<file path="src/rtl/dmem_access_ctrl.sv">
// Memory-stage controller: one load/store per operation, variable-latency
// request/acknowledge data-memory bus, registered result back to write-back,
// pipeline stall for the duration of the access, alignment and timeout errors.
module dmem_access_ctrl #(
  parameter int unsigned TIMEOUT = 16
) (
  input  logic        clk,
  input  logic        reset,
  input  logic        op_valid,
  input  logic        mem_read,
  input  logic        mem_write,
  input  logic        xfer_byte,
  input  logic [63:0] address,
  input  logic [63:0] write_data,
  output logic        dm_req,
  output logic        dm_we,
  output logic [63:0] dm_addr,
  output logic [63:0] dm_wdata,
  output logic [7:0]  dm_bmask,
  input  logic        dm_ack,
  input  logic [63:0] dm_rdata,
  output logic [63:0] dm_read_data,
  output logic [63:0] dm_address,
  output logic        stall,
  output logic        done,
  output logic        align_err,
  output logic        bus_err
);

  localparam int unsigned CNT_W = (TIMEOUT > 2) ? $clog2(TIMEOUT) : 1;
  localparam logic [CNT_W-1:0] CNT_LAST = CNT_W'(TIMEOUT - 1);

  typedef enum logic [1:0] {
    S_IDLE,
    S_REQ,
    S_DONE
  } state_t;

  state_t           r_state;
  state_t           w_next;

  logic [63:0]      r_addr;
  logic [63:0]      r_wdata;
  logic             r_byte;
  logic             r_we;
  logic [CNT_W-1:0] r_cnt;
  logic [63:0]      r_read_data;
  logic [63:0]      r_address;
  logic             r_align_err;
  logic             r_bus_err;

  logic             w_mem_op;
  logic             w_misalign;
  logic             w_cnt_last;
  logic [63:0]      w_lane;
  logic [63:0]      w_byte_rd;

  assign w_mem_op   = op_valid & (mem_read | mem_write);
  assign w_misalign = ~xfer_byte & (address[2:0] != 3'd0);
  assign w_cnt_last = (r_cnt == CNT_LAST);
  // Selected byte lane of the read bus, zero-extended
  assign w_lane     = dm_rdata >> {r_addr[2:0], 3'b000};
  assign w_byte_rd  = {56'd0, w_lane[7:0]};

  // State register
  always_ff @(posedge clk or posedge reset) begin
    if (reset) r_state <= S_IDLE;
    else       r_state <= w_next;
  end

  // Next-state logic
  always_comb begin
    w_next = r_state;
    case (r_state)
      S_IDLE: begin
        if (op_valid) begin
          if (w_mem_op && !w_misalign) w_next = S_REQ;
          else                         w_next = S_DONE;
        end
      end
      S_REQ: begin
        if (dm_ack || w_cnt_last) w_next = S_DONE;
      end
      S_DONE:  w_next = S_IDLE;
      default: w_next = S_IDLE;
    endcase
  end

  // Outputs decoded from state and latched request; stall also covers the accept cycle
  always_comb begin
    dm_req       = (r_state == S_REQ);
    dm_we        = (r_state == S_REQ) & r_we;
    dm_addr      = r_addr;
    dm_wdata     = r_byte ? {8{r_wdata[7:0]}} : r_wdata;
    dm_bmask     = '0;
    if (r_state == S_REQ) dm_bmask = r_byte ? (8'b1 << r_addr[2:0]) : 8'hFF;
    stall        = ((r_state == S_IDLE) & w_mem_op) | (r_state == S_REQ);
    done         = (r_state == S_DONE);
    dm_read_data = r_read_data;
    dm_address   = r_address;
    align_err    = r_align_err;
    bus_err      = r_bus_err;
  end

  // Request latching, timeout counter, result and error registers
  always_ff @(posedge clk or posedge reset) begin
    if (reset) begin
      r_addr      <= '0;
      r_wdata     <= '0;
      r_byte      <= 1'b0;
      r_we        <= 1'b0;
      r_cnt       <= '0;
      r_read_data <= '0;
      r_address   <= '0;
      r_align_err <= 1'b0;
      r_bus_err   <= 1'b0;
    end else begin
      case (r_state)
        S_IDLE: begin
          if (w_mem_op) begin
            r_addr      <= address;
            r_wdata     <= write_data;
            r_byte      <= xfer_byte;
            r_we        <= mem_write & ~mem_read;
            r_cnt       <= '0;
            r_align_err <= w_misalign;
            r_bus_err   <= 1'b0;
            if (w_misalign) r_read_data <= '0;
          end else if (op_valid) begin
            r_address <= address;
          end
        end
        S_REQ: begin
          if (dm_ack) begin
            if (!r_we) r_read_data <= r_byte ? w_byte_rd : dm_rdata;
            r_address <= r_addr;
          end else if (w_cnt_last) begin
            r_bus_err   <= 1'b1;
            r_read_data <= '0;
          end else begin
            r_cnt <= r_cnt + 1'b1;
          end
        end
        default: ;
      endcase
    end
  end

endmodule

</file>
<file path="config.mk">
export PLATFORM = sky130hd
export DESIGN_NAME = dmem_access_ctrl
export DESIGN_NICKNAME = d
export VERILOG_FILES = /design/src/rtl/dmem_access_ctrl.sv
export SDC_FILE = /design/constraint.sdc
export NUM_CORES = 1
export LEC_CHECK = 0
export CAP_MARGIN = 20
export CORE_AREA = 2 2 181 183
export CTS_CLUSTER_DIAMETER = 30
export DETAILED_ROUTE_END_ITERATION = 7
export DIE_AREA = 0 0 183 185
export PLACE_DENSITY = 0.83
export SLEW_MARGIN = 20
export SYNTH_ARGS = -nofsm -noshare
export SYNTH_HDL_FRONTEND = slang
export SYNTH_SLANG_ARGS = --single-unit
</file>
<file path="constraint.sdc">
create_clock -name clk -period 9.3 [get_ports clk]
set_input_delay 1.395 -clock clk [delete_from_list [all_inputs] [get_ports clk]]
set_output_delay 1.395 -clock clk [all_outputs]
set_load 0.01 [all_outputs]
</file>
* Yosys cells after proc, flatten, opt, wreduce, memory -nomap -nowiden
Index checks and enable logic that the tools add are counted.
** Storage, ports and cells
- Input bits :: 199
- Register bits after elaboration :: 266
- Word-level logic and storage cells :: 74
- Output and inout port bits :: 270
** Cells by class
- Reduce and logical (&&, ||, !) cells :: 12
- Shift operators :: 2
- Mux-type cells :: 26
- Eq/ne operators :: 14
- Add/sub/neg operators :: 1
- Bitwise gates (word level) :: 9
** Operator list (count)
- $mux W64 :: 10
- $pmux W64 S2 :: 2
- $shr A64 B6 Y8 :: 1
- $mux W8 :: 2
- $mux W4 :: 3
- $ne A2 B2 Y1 const B :: 6
- $reduce_and A4 Y1 :: 3
- $pmux W4 S2 :: 1
- $shl A1 B3 Y8 const A :: 1
- $mux W2 :: 3
- $ne A2 B1 Y1 const B :: 3
- $and A1 B1 Y1 :: 5
- $reduce_and A5 Y1 :: 1
- $add A4 B1 Y4 const B :: 1
- $eq A4 B4 Y1 const B :: 1
- $pmux W2 S2 :: 1
- $reduce_and A2 Y1 :: 2
- $mux W1 :: 3
- $ne A3 B1 Y1 const B :: 1
- $ne A3 B3 Y1 const B :: 1
- $reduce_bool A3 Y1 :: 1
- $eq A2 B1 Y1 const B :: 1
- $eq A2 B2 Y1 const B :: 1
- $logic_not A2 Y1 :: 1
- 7 further kinds :: 9

* Depth between registers and ports, before layout
Gate-level depths: netlist of the first run.
- Depth after elaboration :: 7
- Mapped depth :: 8
- Mapped depth without buffers :: 5

* Worst setup path after synthesis of the first run
OpenSTA, ideal clock, no wires.
- Kind :: input-to-output
- Start point :: in mem_write
- End point :: out stall
- Required time :: 7.905 ns
- Arrival :: 1.814 ns
- Stages :: 2
- Path slack :: 6.091 ns
- Path buffers :: 0
- Cell sequence :: o21ai_0 > a21oi_1
** On the way
- Word-level cells in the longest chain between the ends :: 4
** RTL lines
- start: declaration :: line 11 : input logic mem_write,
- $or A1 B1 Y1 :: line 58 : assign w_mem_op = op_valid & (mem_read | mem_write);
- $and A1 B1 Y1 :: line 58
- $and A1 B1 Y1 :: line 97 : stall = ((r_state == S_IDLE) & w_mem_op) | (r_state == S_REQ);
- $or A1 B1 Y1 :: line 97
- end: declaration :: line 24 : output logic stall,
Every way passes these cells.

* Worst setup path in the final report of the first run
- Start point :: in op_valid
- End point :: out stall
** On the way
- Word-level cells in the longest chain between the ends :: 3
** RTL lines
- start: declaration :: line 9 : input logic op_valid,
- $and A1 B1 Y1 :: line 58
- $and A1 B1 Y1 :: line 97
- $or A1 B1 Y1 :: line 97
Every way passes these cells.

==> results.py, run 1 <==
metrics = {
    "status": {
        "outcome": "complete, no violations",
    },
    "route": {
        "wl_per_cell_microns": 19.32,
        "dr_wl_met3_mm": 3.578,
        "vias": 11360,
        "drc": 0,
        "drt-met1-wl_mm": 15.73,
        "antenna_left": 0,
        "first_pass_iters": 5,
        "detail_route.vias_per_cell": 5.222,
        "route.met2.wl_mm": 20.47,
        "drtIter0Drc": 755,
        "wl_mm": 42.04,
        "routed.top_layer": "met5",
    },
    "floorplanning": {
        "initial_core_util_pct": 36.06,
        "coreArea_sq_um": 32040,
        "die-area_sq_um": 33860,
        "io_pins": 469,
        "die_x_microns": 183,
        "dieHeight_microns": 185,
        "rows": 66,
    },
    "synth": {
        "synth-seq-cells": 266,
        "yosys_warnings": 0,
        "syn_nets": 1459,
        "synth_top_area_share_pct": 57.61,
        "synthArstFlopShare_pct": 100.0,
        "synth_area_sq_um": 11550,
        "ys.flop_type": "dfrtp_1",
        "synthCells": 1259,
        "synth_cell_types": 46,
        "yosysMostFrequentCell": "nand2_1",
        "synth_largest_area_cell": "dfrtp_1",
        "synth_area_leaders": "dfrtp_1 58%, nand2_1 14%, o21ai_0 4.4%, a22o_1 4.2%, a31oi_1 3.5%",
        "synth-edff-count": 0,
        "synthTopCellsByCount": "419 x nand2_1, 266 x dfrtp_1, 101 x o21ai_0, 79 x nor2_1, 64 x a31oi_1",
        "syn_area_per_cell_sq_um": 9.177,
        "yosysSeqAreaShare_pct": 57.61,
    },
    "global_routing": {
        "grt_pass1_vias": 11580,
        "gr-total-overflow": 0,
        "grt_pass1_wl_mm": 63.85,
        "grt_max_degree": 163,
        "grt_usage_pct": 24.21,
        "antenna_found_initial": 5,
    },
    "power_and_ir_drop": {
        "switchingPower_uw": 1890,
        "clock_power_share_pct": 39.9,
        "swShare_pct": 31.07,
        "p_leak_uw": 0.008368,
        "comb_power_share_pct": 31.6,
        "p_seq_share_pct": 28.6,
        "ir_worst_vdd_mv": 0.1699,
        "p_int_uw": 4195,
        "power_density_nw_per_um2": 323.7,
    },
    "timing": {
        "fin_crit_sh_pct": 47.23,
        "setup_tns_ns": 0,
        "worst_slack_ns": 4.907,
        "setup_viol": 0,
        "slew_headroom_pct": 26.80,
        "rsz0062_at_grt": "false",
        "drv_slew": 0,
        "hold_viol": 0,
        "tightestPinTransition_ns": 1.098,
        "post-route-min-period_ns": 4.393,
        "finClkSkew_ns": 0.02309,
        "fmax_mhz": 227.7,
    },
    "clock_tree": {
        "max-clock-path-buffers": 3,
        "clk_latency_ns": 0.56,
        "cts_resized": 0,
        "cts_made_buffers": 67,
        "htreeDepth": 3,
        "cts.sink_count": 266,
        "cts-root-buf": "clkbuf_16",
        "clk_pin_slew_worst_paths_ns": 0.04,
        "cts_setup_buffers": 0,
        "cts_tree": "done",
        "hold_buffers": 0,
    },
    "final_layout": {
        "areaGrowthSynthToFinish_pct": 62.74,
        "regArea_sq_um": 6658,
        "drive_above_1_share_pct": 8.849,
        "fin_area_sq_um": 18800,
        "nNetsFinal": 1908,
        "multi_input_area_sq_um": 4210,
        "nFillCells": 2588,
    },
    "worst_setup_path": {
        "worstSetupStartpoint": "op_valid",
        "required_ns": 7.91,
        "worstSetupStartpointType": "input port",
        "path_class": "input port to primary output",
        "crit_arrival_ns": 3.00,
        "reg2reg_from": "r_state[0]$_DFFE_PP0P_",
        "worst-path-max-fanout": 4,
        "critPathCaptureType": "primary output",
    },
    "place": {
        "hpwl_mm": 27.85,
        "gp_congestion": 0.8460,
        "port_buffers": 468,
        "dp_slack_ns": 4.488,
        "postPlaceCellArea_sq_um": 16390,
    },
    "worst_hold_path": {
        "min-delay-start": "align_err$_DFFE_PP0P_",
        "min_path_type": "flop to flop",
    },
    "flow_run": {
        "cap_violations": 0,
    },
}
metal layers:
| layer | track usage [%] | up-vias |
|---|---|---|
| li1 | - | 5123 |
| met1 | 27.34 | 5527 |
| met2 | 40.52 | 582 |
| met3 | 7.216 | 130 |
| met4 | 14.78 | 2 |
| met5 | 0 | - |
placed cells by master (no fill, tap or decap), types with 5 or more instances in the layout:
cell type / Yosys / routed
mux2_2: 14 / 14
nor2_1: 79 / 79
clkinv_2: 0 / 9
o22ai_1: 5 / 5
a31oi_1: 64 / 64
bufinv_16: 0 / 9
a22o_1: 55 / 55
clkbuf_1: 48 / 9
o21ai_0: 101 / 101
dfrtp_1: 266 / 265
diode_2: 0 / 5
clkbuf_8: 0 / 13
a21oi_1: 12 / 12
a221oi_1: 8 / 8
clkbuf_16: 0 / 69
inv_1: 58 / 57
a221o_1: 8 / 8
o21ai_1: 15 / 15
nand2_1: 419 / 418
buf_4: 24 / 10
a2111oi_0: 7 / 7
inv_6: 0 / 5
clkdlybuf4s50_1: 0 / 468
clkinvlp_4: 0 / 8
registers in the layout (all words and copies together), names as in the netlist:
name and count:
r_state 2, dm_address 64, bus_err 1, r_we 1
r_cnt 4, r_byte 1, dm_read_data 64, dm_addr 64
r_wdata 64, align_err 1
cells by family after synthesis:
| kind of cell | synth area share (%) |
|---|---|
| compound gates | 16.34 |
| xor+xnor | 0.07582 |
| fa+ha+maj | 0.1083 |
| buf+inv | 6.216 |
| flops | 57.61 |
| mux | 1.906 |
| simple gates | 17.74 |
stage by stage:
step                      total power (uW)  cells  util (%)  hold WS [ns]
after floorplan                       2546   1259         -        0.4688
after global placement                3606   2047     51.17        0.4648
after detailed placement              3656   2047     51.17        0.4639
after CTS                             6119   2171     58.63        0.4737
after global routing                  6362   2175     58.67        0.5194
final                                 6085   2176     58.68        0.4697
final cells by class:
type	count	share of cell area (%)
Antenna cell	5	0.06655
Clock buffer	91	10.31
Clock inverter	33	2.402
Inverter	59	1.218
Multi-Input combinational cell	834	22.39
Sequential cell	266	35.41
Tap cell	408	2.715
Timing Repair Buffer	480	25.48
worst max-delay path: stages:
cell             delay, ns
clkdlybuf4s50_1       0.53
o21ai_0               0.10
a21oi_1               0.31
clkdlybuf4s50_1       0.66
power by group through the flow:
stage	Sequential (uW)	Combinational (uW)	Clock (uW)
finish	1740	1920	2430
detailed placement	1740	1910	0
CTS	1740	1930	2450
global route	1780	2060	2520
floorplan	1820	727	0
global placement	1730	1870	0
path summary, 6_finish.rpt:
kind	end	slack (ns)	cells past startpoint
hold reg to reg	align_err$_DFFE_PP0P_	0.47	2
setup reg to reg	r_wdata[58]$_DFFE_PP0P_	6.21	4
min in group asynchronous	dm_read_data[39]$_DFFE_PP0P_	1.33	2
max in group asynchronous	align_err$_DFFE_PP0P_	6.34	3
hold / removal	align_err$_DFFE_PP0P_	0.47	2
setup / recovery	stall	4.91	4
Power figures use the tool's default switching activity.
==> run 2, diff against run 1 <==
- clock period: 9.3 -> 3.72 ns (I/O delays scaled with it)
==> run 2 against run 1 <==
Compared with the run above: core utilization down 0.50 points; first-iteration DRC count up 15%; register-to-register slack worse by 5.0 ns; critical path type is now flop to primary output; largest power group unchanged.
==> results.py, run 2 (synthesis results as in run 1) <==
metrics = {
    "floorplanning": {
        "coreArea_sq_um": 32040,
        "io_pins": 469,
        "die_x_microns": 183,
        "rows": 66,
        "die-area_sq_um": 33860,
        "initial_core_util_pct": 36.06,
        "dieHeight_microns": 185,
    },
    "global_routing": {
        "use_met2_pct": 40.44,
        "grt_pass1_wl_mm": 64.28,
        "grt_pass1_vias": 11460,
        "gr-total-overflow": 0,
        "grt_usage_pct": 24.06,
        "antenna_found_initial": 3,
        "busiest_layer": "met2",
        "grt_max_degree": 87,
        "use_met1_pct": 28.85,
        "grtUsageMet3_pct": 6.036,
    },
    "worst_hold_path": {
        "min_path_type": "input port to async pin",
    },
    "route": {
        "wl_per_cell_microns": 19.37,
        "drtIter0Drc": 869,
        "antenna_left": 0,
        "first_pass_iters": 6,
        "wl_mm": 42.16,
        "drc": 0,
        "detail_route.vias_per_cell": 5.278,
        "vias": 11490,
    },
    "worst_setup_path": {
        "cp_num_cells": 3,
        "rr_worst_depth": 5,
        "path_class": "flop to primary output",
        "cp_top_family": "flip-flops",
        "crit_arrival_ns": 2.88,
        "worst-path-max-fanout": 46,
        "ff2ff_setup_slack_ns": 1.17,
        "max_stage_delay_ns": 0.98,
        "path_buf_inv": 1,
        "critPathCaptureType": "primary output",
        "worstSetupStartpoint": "r_byte$_DFFE_PP0P_",
        "cp_cell_sequence": "nand2_1 > o21ai_0 > clkdlybuf4s50_1",
        "reg2reg_from": "dm_addr[1]$_DFFE_PP0P_",
        "cpMaxStageDelayCell": "dfrtp_2",
        "required_ns": 3.16,
        "worstSetupStartpointType": "flop",
    },
    "place": {
        "placed_cells": 2065,
        "gp_congestion": 0.9159,
        "dp_slack_ns": 0.7806,
        "hpwl_mm": 29.52,
        "port_buffers": 468,
    },
    "timing": {
        "drv_slew": 0,
        "post-route-min-period_ns": 3.437,
        "hold_viol": 0,
        "rsz0062_at_grt": "false",
        "fmax_mhz": 290.9,
        "slew_headroom_pct": 35.14,
        "tightestPinTransition_ns": 0.9729,
        "worst_slack_ns": 0.2829,
        "hold-worst-slack_ns": 0.4177,
        "finClkSkew_ns": 0.01530,
        "fin_crit_sh_pct": 92.39,
        "setup_viol": 0,
    },
    "clock_tree": {
        "cts_resized": 0,
        "hold_buffers": 0,
        "cts_made_buffers": 58,
        "htreeDepth": 2,
        "cts_tree": "done",
        "max-clock-path-buffers": 3,
        "clk_pin_slew_worst_paths_ns": 0.05,
        "cts.sink_count": 266,
        "cts-root-buf": "clkbuf_16",
        "cts_setup_buffers": 0,
        "clk_latency_ns": 0.57,
    },
    "flow_run": {
        "cap_violations": 0,
    },
    "final_layout": {
        "layout_commonest_cell": "clkdlybuf4s50_1",
        "nNetsFinal": 1917,
        "mostFrequentLayoutCells": "468 x clkdlybuf4s50_1, 418 x nand2_1, 265 x dfrtp_1",
        "fin_cells": 2176,
        "drive_above_1_share_pct": 9.348,
        "fin_util_pct": 58.18,
        "areaGrowthSynthToFinish_pct": 61.36,
        "nFillCells": 2584,
    },
    "power_and_ir_drop": {
        "power_density_nw_per_um2": 777.2,
        "p_leak_uw": 0.008320,
        "ir_worst_vdd_mv": 0.4226,
        "total_power_uw": 14490,
    },
    "status": {
        "outcome": "complete, no violations",
    },
}
[run 2: cell count changes in the layout (fill, tap and decap cells not counted), moves of 7 or more]
cell,previous run,this run
clkbuf_8,13,5
clkbuf_16,69,59
clkinv_4,0,7
clkbuf_1,9,2
clkinv_2,9,16
buf_4,10,23
[run 2: per-layer routing]
layer	routed length [microns]	part of all wire, %	vias up
met2	20660	49	670
met4	1966	4.7	2
met5	13	0.031	-
met1	15580	37	5561
li1	-	-	5131
met3	3945	9.4	122
[run 2: final timing paths]
check                                               to
max reg2reg                dm_read_data[2]$_DFFE_PP0P_
min                            r_wdata[37]$_DFFE_PP0P_
min reg2reg                      align_err$_DFFE_PP0P_
max                                       dm_wdata[47]
max in group asynchronous   dm_address[58]$_DFFE_PP0P_
min in group clk                 align_err$_DFFE_PP0P_
[run 2: final cells by class]
cell class                 instances  area (sq um)  area share (%)
inverter                          59         225.2           1.208
clock buffer                      66          1553           8.329
antenna                            3         7.507         0.04027
timing repair buffer             498          4997           26.81
tap                              408         510.5           2.738
multi-input combinational        834          4210           22.58
clock inverter                    42         481.7           2.584
sequential                       266          6658           35.71
[run 2: worst register-to-register path, stage by stage (launching register included)]
cell,delay (ns)
dfrtp_1,0.77
buf_4,0.32
mux2_2,0.35
o22ai_1,0.44
a2111oi_0,0.23
a221o_1,0.32
[run 2: power breakdown]
group	leakage [uW]	internal, uW	switching [uW]	total (uW)
Combinational	0.00402	2500	2310	4810
Sequential	0.00330	3770	651	4420
Clock	0.000999	3550	1700	5260
[run 2: metrics by stage]
step / TNS, ns / cell area (sq um)
final: 0 / 18640
after global routing: 0 / 18640
after CTS: 0 / 18640
after detailed placement: 0 / 16600
after global placement: 0 / 16600
after floorplan: -92.97 / 11560
